===== src/rtl/quad_to_updown.sv =====
// Quadrature decoder driving active-low up/down count pulse trains,
// with a saturating signed queue of pending steps between decode and emit.
module quad_to_updown #(
  parameter int MODE     = 4,
  parameter int PULSE_W  = 2,
  parameter int PEND_MAX = 7
) (
  input  logic clk,
  input  logic nclr,
  input  logic a,
  input  logic b,
  input  logic err_clr,
  output logic up,
  output logic down,
  output logic dir,
  output logic err,
  output logic ovf
);

  localparam int PB = $clog2(PEND_MAX + 1) + 1;
  localparam int CW = (PULSE_W > 1) ? $clog2(PULSE_W) : 1;
  localparam logic [CW-1:0] CLAST = CW'(PULSE_W - 1);

  typedef enum logic [1:0] {
    IDLE,
    LOW,
    GAP
  } st_t;

  st_t st_q, st_d;

  logic [1:0] s1_q, s2_q, prev_q, prime_q;
  logic [CW-1:0] cnt_q, cnt_d;
  logic signed [PB-1:0] pend_q, pend_d;

  logic up_q, up_d;
  logic down_q, down_d;
  logic dir_q, dir_d;
  logic err_q, err_d;
  logic ovf_q, ovf_d;

  logic primed, fwd, rev, ill;
  logic qual_up, qual_dn, ev_up, ev_dn;
  logic pos, neg, deq, drop;
  int base, net;

  // Forward successor of ab is {b, ~a}: 00->01->11->10->00
  always_comb begin
    primed  = prime_q == 2'd3;
    fwd     = s2_q == {prev_q[0], ~prev_q[1]};
    rev     = prev_q == {s2_q[0], ~s2_q[1]};
    ill     = s2_q == ~prev_q;
    qual_up = 1'b1;
    qual_dn = 1'b1;
    if (MODE == 2) begin
      qual_up = s2_q[1] ^ prev_q[1];
      qual_dn = s2_q[1] ^ prev_q[1];
    end else if (MODE == 1) begin
      qual_up = (prev_q == 2'b01) && (s2_q == 2'b11);
      qual_dn = (prev_q == 2'b11) && (s2_q == 2'b01);
    end
    ev_up = primed & fwd & qual_up;
    ev_dn = primed & rev & qual_dn;
  end

  always_comb begin
    pos  = !pend_q[PB-1] && (pend_q != '0);
    neg  = pend_q[PB-1];
    deq  = (st_q == IDLE) && (pos || neg);
    base = int'(pend_q);
    if (deq) begin
      base = pos ? base - 1 : base + 1;
    end
    net    = base + int'(ev_up) - int'(ev_dn);
    drop   = (net > PEND_MAX) || (net < -PEND_MAX);
    pend_d = drop ? PB'(base) : PB'(net);
    err_d  = (err_q & ~err_clr) | (primed & ill);
    ovf_d  = (ovf_q & ~err_clr) | drop;
  end

  always_comb begin
    st_d   = st_q;
    cnt_d  = cnt_q;
    up_d   = up_q;
    down_d = down_q;
    dir_d  = dir_q;
    unique case (st_q)
      IDLE: begin
        cnt_d = '0;
        if (pos) begin
          up_d  = 1'b0;
          dir_d = 1'b1;
          st_d  = LOW;
        end else if (neg) begin
          down_d = 1'b0;
          dir_d  = 1'b0;
          st_d   = LOW;
        end
      end
      LOW: begin
        if (cnt_q == CLAST) begin
          up_d   = 1'b1;
          down_d = 1'b1;
          cnt_d  = '0;
          st_d   = GAP;
        end else begin
          cnt_d = cnt_q + CW'(1);
        end
      end
      GAP: begin
        if (cnt_q == CLAST) begin
          cnt_d = '0;
          st_d  = IDLE;
        end else begin
          cnt_d = cnt_q + CW'(1);
        end
      end
      default: begin
        up_d   = 1'b1;
        down_d = 1'b1;
        cnt_d  = '0;
        st_d   = IDLE;
      end
    endcase
  end

  always_ff @(posedge clk or negedge nclr) begin
    if (!nclr) begin
      s1_q    <= '0;
      s2_q    <= '0;
      prev_q  <= '0;
      prime_q <= '0;
      pend_q  <= '0;
      st_q    <= IDLE;
      cnt_q   <= '0;
      up_q    <= 1'b1;
      down_q  <= 1'b1;
      dir_q   <= 1'b1;
      err_q   <= 1'b0;
      ovf_q   <= 1'b0;
    end else begin
      s1_q <= {a, b};
      s2_q <= s1_q;
      if (!primed) prime_q <= prime_q + 2'd1;
      if (prime_q[1]) prev_q <= s2_q;
      pend_q <= pend_d;
      st_q   <= st_d;
      cnt_q  <= cnt_d;
      up_q   <= up_d;
      down_q <= down_d;
      dir_q  <= dir_d;
      err_q  <= err_d;
      ovf_q  <= ovf_d;
    end
  end

  assign up   = up_q;
  assign down = down_q;
  assign dir  = dir_q;
  assign err  = err_q;
  assign ovf  = ovf_q;

endmodule


===== config.mk =====
export PLATFORM = sky130hd
export DESIGN_NAME = quad_to_updown
export DESIGN_NICKNAME = d
export VERILOG_FILES = /design/src/rtl/quad_to_updown.sv
export SDC_FILE = /design/constraint.sdc
export NUM_CORES = 1
export LEC_CHECK = 0
export ABC_AREA = 1
export BUFFER_PORTS_ARGS = -buffer_cell sky130_fd_sc_hd__buf_2
export CAP_MARGIN = 20
export CELL_PAD_IN_SITES_DETAIL_PLACEMENT = 1
export CELL_PAD_IN_SITES_GLOBAL_PLACEMENT = 1
export CORE_ASPECT_RATIO = 1.4
export CORE_UTILIZATION = 30
export DETAILED_ROUTE_END_ITERATION = 8
export PLACE_DENSITY = 0.64
export SYNTH_ARGS = -nofsm -noshare
export SYNTH_HDL_FRONTEND = slang
export SYNTH_SLANG_ARGS = --single-unit
export TNS_END_PERCENT = 1

===== constraint.sdc =====
create_clock -name clk -period 3.9 [get_ports clk]
set_input_delay 0.78 -clock clk [delete_from_list [all_inputs] [get_ports clk]]
set_output_delay 0.78 -clock clk [all_outputs]
set_load 0.1 [all_outputs]

======== After elaboration in Yosys (flattened, before gate mapping) ========
Index checks and enable logic that the tools add are counted.
storage, ports and cells
  flip-flop bits (word level) ............. 20
  word-level logic and storage cells ...... 74
operators by class
  $add $sub $neg .......................... 6
  $lt $le $gt $ge ......................... 2
  equal/unequal tests ..................... 12
  multiplexer cells ....................... 17
  bitwise operators ....................... 12
  reduce and logical (&&, ||, !) cells .... 13
operators with widths
  operator               number
  $mux W32               2
  $add A32 B2 Y32        1
  $gt A32 B4 Y1 const B  1
  $lt A32 B4 Y1 const B  1
  $sub A32 B2 Y32        1
  $ne A2 B2 Y1 const B   5
  $mux W2                4
  $mux W1                7
  $eq A2 B2 Y1           3
  $pmux W1 S3            2
  $pmux W2 S3            1
  $reduce_and A3 Y1      2
  $add A4 B2 Y5 const B  1
  $and A1 B1 Y1          5
  $sub A4 B2 Y5 const B  1
  $eq A2 B2 Y1 const B   2
  $mux W4                1
  $not A1 Y1             4
  $reduce_and A4 Y1      1
  $reduce_bool A4 Y1     1
  $ne A3 B3 Y1 const B   1
  $add A2 B1 Y2 const B  1
  $eq A2 B1 Y1 const B   1
  $logic_and A1 B1 Y1    2
  other kinds (9)        11

======== Depth between registers and ports, before layout ========
  depth after elaboration ................. 10
  gate-level depth with buffers ........... 24
  gate-level depth less buffers ........... 24

======== Least setup slack after synthesis ========
No wires, ideal clock.
  path kind ............................... register -> register
  start point ............................. reg st_q[0]
  end point ............................... reg pend_q[2]
  library setup time ...................... 116 ps
  data arrival time ....................... 3,116 ps
  path slack .............................. 668 ps
  cell stages (with the launch flop) ...... 21
  path buffers ............................ 0
  path through ............................ dfrtp_1 inv_1 ha_1 nand2_2 nor2_1 a21oi_1 ha_1 inv_1 ha_1 inv_1 fa_1 inv_1 a31oi_1 fa_1 inv_1 nor2_1 nand2_1 nor2_1 nor2_1 nand2_1 nand2_1
on the way
  longest elaborated chain between the ends .. 8
RTL lines
  what                                                   line  source
  start, declared                                        30    st_t st_q, st_d;
  start signal, assigned                                 147   st_q <= st_d;
  $logic_not A2 Y1 (*)                                   69    deq = (st_q == IDLE) && (pos || neg);
  $logic_and A1 B1 Y1 (*)                                69
  $mux W32 (*)                                           71    if (deq) begin
  $add A32 B2 Y32                                        74    net = base + int'(ev_up) - int'(ev_dn);
  $sub A32 B2 Y32                                        74
  $gt A32 B4 Y1 / $lt A32 B4 Y1 (equally long branches)  75    drop = (net > PEND_MAX) || (net < -PEND_MAX);
  $logic_or A1 B1 Y1                                     75
  $mux W4 (*)                                            76    pend_d = drop ? PB'(base) : PB'(net);
  via pend_d[2]                                          34    logic signed [PB-1:0] pend_q, pend_d;
  end signal, assigned                                   146   pend_q <= pend_d;
  end, declared                                          34
The timed path passes the listed nets; every way through them passes the cells marked *.
A chain may end at the register's enable or synchronous reset.

======== Worst setup path after layout ========
  start point ............................. reg pend_q[0]
  end point ............................... reg ovf_q (netlist: ovf)
on the way
  longest elaborated chain between the ends .. 10
RTL lines
  what                                                   line  source
  branches (longest 4 deep; another with $add A4 B2 Y5)  n/a
  $mux W32 (*)                                           71
  $add A32 B2 Y32 (*)                                    74
  $sub A32 B2 Y32 (*)                                    74
  $gt A32 B4 Y1 / $lt A32 B4 Y1 (equally long branches)  75
  $logic_or A1 B1 Y1 (*)                                 75
  $or A1 B1 Y1 (*)                                       78    ovf_d = (ovf_q & ~err_clr) | drop;
  via ovf_d                                              40    logic ovf_q, ovf_d;
  end signal, assigned                                   153   ovf_q <= ovf_d;
  end, declared                                          40
Mark *: on every way through the listed nets, which the timed path passes.

==> results.py <==
metrics = {
    "cts": {
        "clk_pin_slew_ps": 80,
        "cts_inserted_buffers": 3,
        "cts_setup_buffers": 0,
        "cts_root_buf": "clkbuf_8",
        "clkLatencyLatePin_ps": 260,
        "cts_max_level": 1,
        "max-clock-path-buffers": 2,
        "cts.sinks": 20,
        "cts_tree": "yes",
    },
    "grt": {
        "grt_pass1_wl_um": 5060,
        "grt_pass1_vias": 1192,
        "grt_max_degree": 21,
        "grt_antenna_before_repair": 0,
        "gr-usage-all-layers": 0.136,
        "overflow": 0,
    },
    "timing": {
        "setup_viol": 0,
        "slew_viol_final": 0,
        "min_period_ps": 3590,
        "finalCritPeriodShare": 0.921,
        "rsz0062_at_grt": "false",
        "worstMarginPinSlew_ps": 491,
        "finalSetupTns_ps": 0,
        "hold_violations": 0,
        "slew_headroom": 0.675,
        "clock.fmax_mhz": 278,
        "fin_skew_ps": 1.34,
    },
    "cells_and_area": {
        "finalNetCount": 207,
        "antenna_cells": 0,
        "layout-drive-gt1-share": 0.199,
        "fill_cells": 584,
        "syn_to_final_growth_pct": 14.9,
        "finalNonFillerCells": 248,
    },
    "setup_path": {
        "worst-path-buf-inv": 3,
        "timing.rr.end": "ovf",
        "cpMaxStageDelayCell": "fa_1",
        "cp-end-kind": "flip-flop",
        "critPathKind": "flip-flop to flip-flop",
        "cp_max_fo": 6,
        "r2r_cells": 22,
        "max_stage_delay_ps": 480,
        "critical_path.startpoint": "pend_q[0]",
        "r2r_start": "pend_q[0]",
        "r2r_setup_slack_ps": 310,
        "crit_required_ps": 4040,
        "crit_path_frequent_cell": "nand2_1",
        "critPathLaunchType": "flip-flop",
        "worst-path-stages": 22,
        "path_delay_family": "simple AND/OR/NAND/NOR gates",
        "endpoint": "ovf",
        "worstPathArrival_ps": 3730,
        "path_cells": "nor2_1, nand2_1, inv_1, nor2_2, xor2_1, inv_1, ha_1, a21oi_1, nand3b_1, nand3_1, nand2_1, ha_1, nand2_1, nand2_1, a31oi_1, fa_1, inv_1, nand2_2, nor2_4, nand2_4, nand2_4, o21ai_0",
    },
    "yosys": {
        "synth.top_cell.area_share": 0.305,
        "synthArstFlopShare": 1.00,
        "ys_types": 28,
        "synth_edf_count": 0,
        "synthCells": 172,
        "synth.area.top_cells": "dfrtp_1 (31%), ha_1 (12%), nand2_1 (9.7%), inv_1 (9.2%), dfstp_2 (5.7%)",
        "mappedNetlistArea_sq_mm": 0.00139,
        "syn-mean-instance-area_sq_um": 8.10,
        "synth_top_cell_by_area": "dfrtp_1",
        "ys_warn_count": 0,
        "synth_nets": 192,
        "yosysSeqAreaShare": 0.362,
        "synth_seq_cells": 20,
        "synth_ff_type": "dfrtp_1",
    },
    "route": {
        "vias": 1124,
        "wl_per_cell_um": 11.9,
        "first_iter_violations": 19,
        "via_per_inst": 4.53,
        "firstDrtPassIters": 2,
        "drt_wl_total_um": 2960,
        "antenna_left": 0,
        "route.detailed.drc": 0,
    },
    "hold_path": {
        "hold_path_depth": 0,
        "hp-class": "flip-flop to flip-flop",
    },
    "run": {
        "cap_viol_max_count": 0,
    },
    "floorplan": {
        "die_area_sq_mm": 0.00493,
        "ioPinCount": 10,
        "fp-row-count": 29,
        "die_x_um": 59.6,
        "core_area_sq_mm": 0.00450,
        "die_h_um": 82.7,
        "start_util": 0.310,
    },
    "outcome": {
        "status": "complete, no violations",
    },
    "placement": {
        "place.gp.congestion": 0.789,
        "io_buffers": 9,
        "dp.final_hpwl_um": 2550,
        "dp_cells": 244,
    },
}
==> area by class of cell <==
class                      count  area, sq um  area share
timing repair buffer          10         52.6      0.0328
tap                           62         77.6      0.0484
sequential                    20          505       0.316
clock inverter                 1         30.0      0.0187
inverter                      35          131      0.0820
multi-input combinational    117          763       0.477
clock buffer                   3         41.3      0.0258
==> synthesized netlist by cell type, types with 3 or more instances <==
| master | n |
|---|---|
| nor2_1 | 16 |
| nand2_1 | 36 |
| o21ai_0 | 6 |
| a21oi_1 | 7 |
| nand2_2 | 6 |
| nand2_4 | 3 |
| ha_1 | 13 |
| inv_1 | 34 |
| nand3_2 | 3 |
| dfrtp_1 | 17 |
| nand3_1 | 6 |
| dfstp_2 | 3 |
==> metal layers <==
metal	wire length [um]	vias to the layer above	track usage
met2	1760	8	0.278
met4	42	0	0.0488
met3	34	5	0.0187
met5	0	-	0
li1	-	570	-
met1	1120	541	0.134
==> worst register-to-register path: stages, from the launching register on <==
cell and delay (ps):
dfrtp_1 410, nor2_1 70, nand2_1 130, inv_1 70, nor2_2 120, xor2_1 170
inv_1 60, ha_1 180, a21oi_1 150, nand3b_1 160, nand3_1 90, nand2_1 150
ha_1 320, nand2_1 90, nand2_1 70, a31oi_1 190, fa_1 480, inv_1 120
nand2_2 80, nor2_4 120, nand2_4 80, nand2_4 80, o21ai_0 90
==> cell families (layout without fill, tap and decap cells) <==
family / after synthesis / after routing / synth area share
and+or+nand+nor: 77 / 77 / 0.278
DFF: 20 / 20 / 0.362
buffers and inverters: 35 / 49 / 0.0943
xor gates and xnor gates: 4 / 4 / 0.0251
AOI/OAI and AO/OA: 19 / 19 / 0.0790
muxes: 2 / 2 / 0.0162
adders and majority gates: 15 / 15 / 0.145
==> state kept, by name (all words and copies together) (netlist names) <==
name and flops:
cnt_q 1, pend_q 4, up 1, ovf 1, st_q 2, down 1, s2_q 2, s1_q 2
prev_q 2, prime_q 2, err 1, dir 1
==> how the worst min path moves through the flow <==
stage	slack (ps)	start	endpoint
6_report	350	s1_q[1]	s2_q[1]
3_5_place_dp	340	s1_q[1]	s2_q[1]
5_1_grt	360	s1_q[1]	s2_q[1]
4_1_cts	360	s1_q[1]	s2_q[1]
2_1_floorplan	330	s1_q[0]	s2_q[0]
3_3_place_gp	330	s1_q[1]	s2_q[1]
==> through the flow <==
| step | hold slack, ps | cell area (sq um) | worst slack, ps | utilization |
|---|---|---|---|---|
| floorplan | 331 | 1390 | 668 | - |
| global placement | 334 | 1520 | 354 | 0.339 |
| detailed placement | 337 | 1520 | 177 | 0.339 |
| finish | 352 | 1600 | 308 | 0.356 |
| CTS | 357 | 1600 | 187 | 0.355 |
| global route | 360 | 1600 | 35.9 | 0.356 |
==> cells in the final DEF (no fill, tap or decap), types with 3 or more instances in the layout <==
cell	synthesis	layout
nand3_1	6	6
o21ai_0	6	6
clkbuf_8	0	3
a21oi_1	7	7
nor2_1	16	14
nand2_4	3	3
inv_1	34	34
ha_1	13	13
dfrtp_1	17	16
nand2_1	36	36
dfstp_2	3	3
buf_2	0	9
nand2_2	6	6
nand3_2	3	3
==> what timing repair did <==
action / in CTS / in global routing
hold buffers: 0 / 0
setup endpoints to repair: 0 / 5
gates resized for setup: 0 / 3
Power is left out: the tool's default activity adds up to more than one toggle a clock period on the data nets, which glitch-free logic cannot reach.
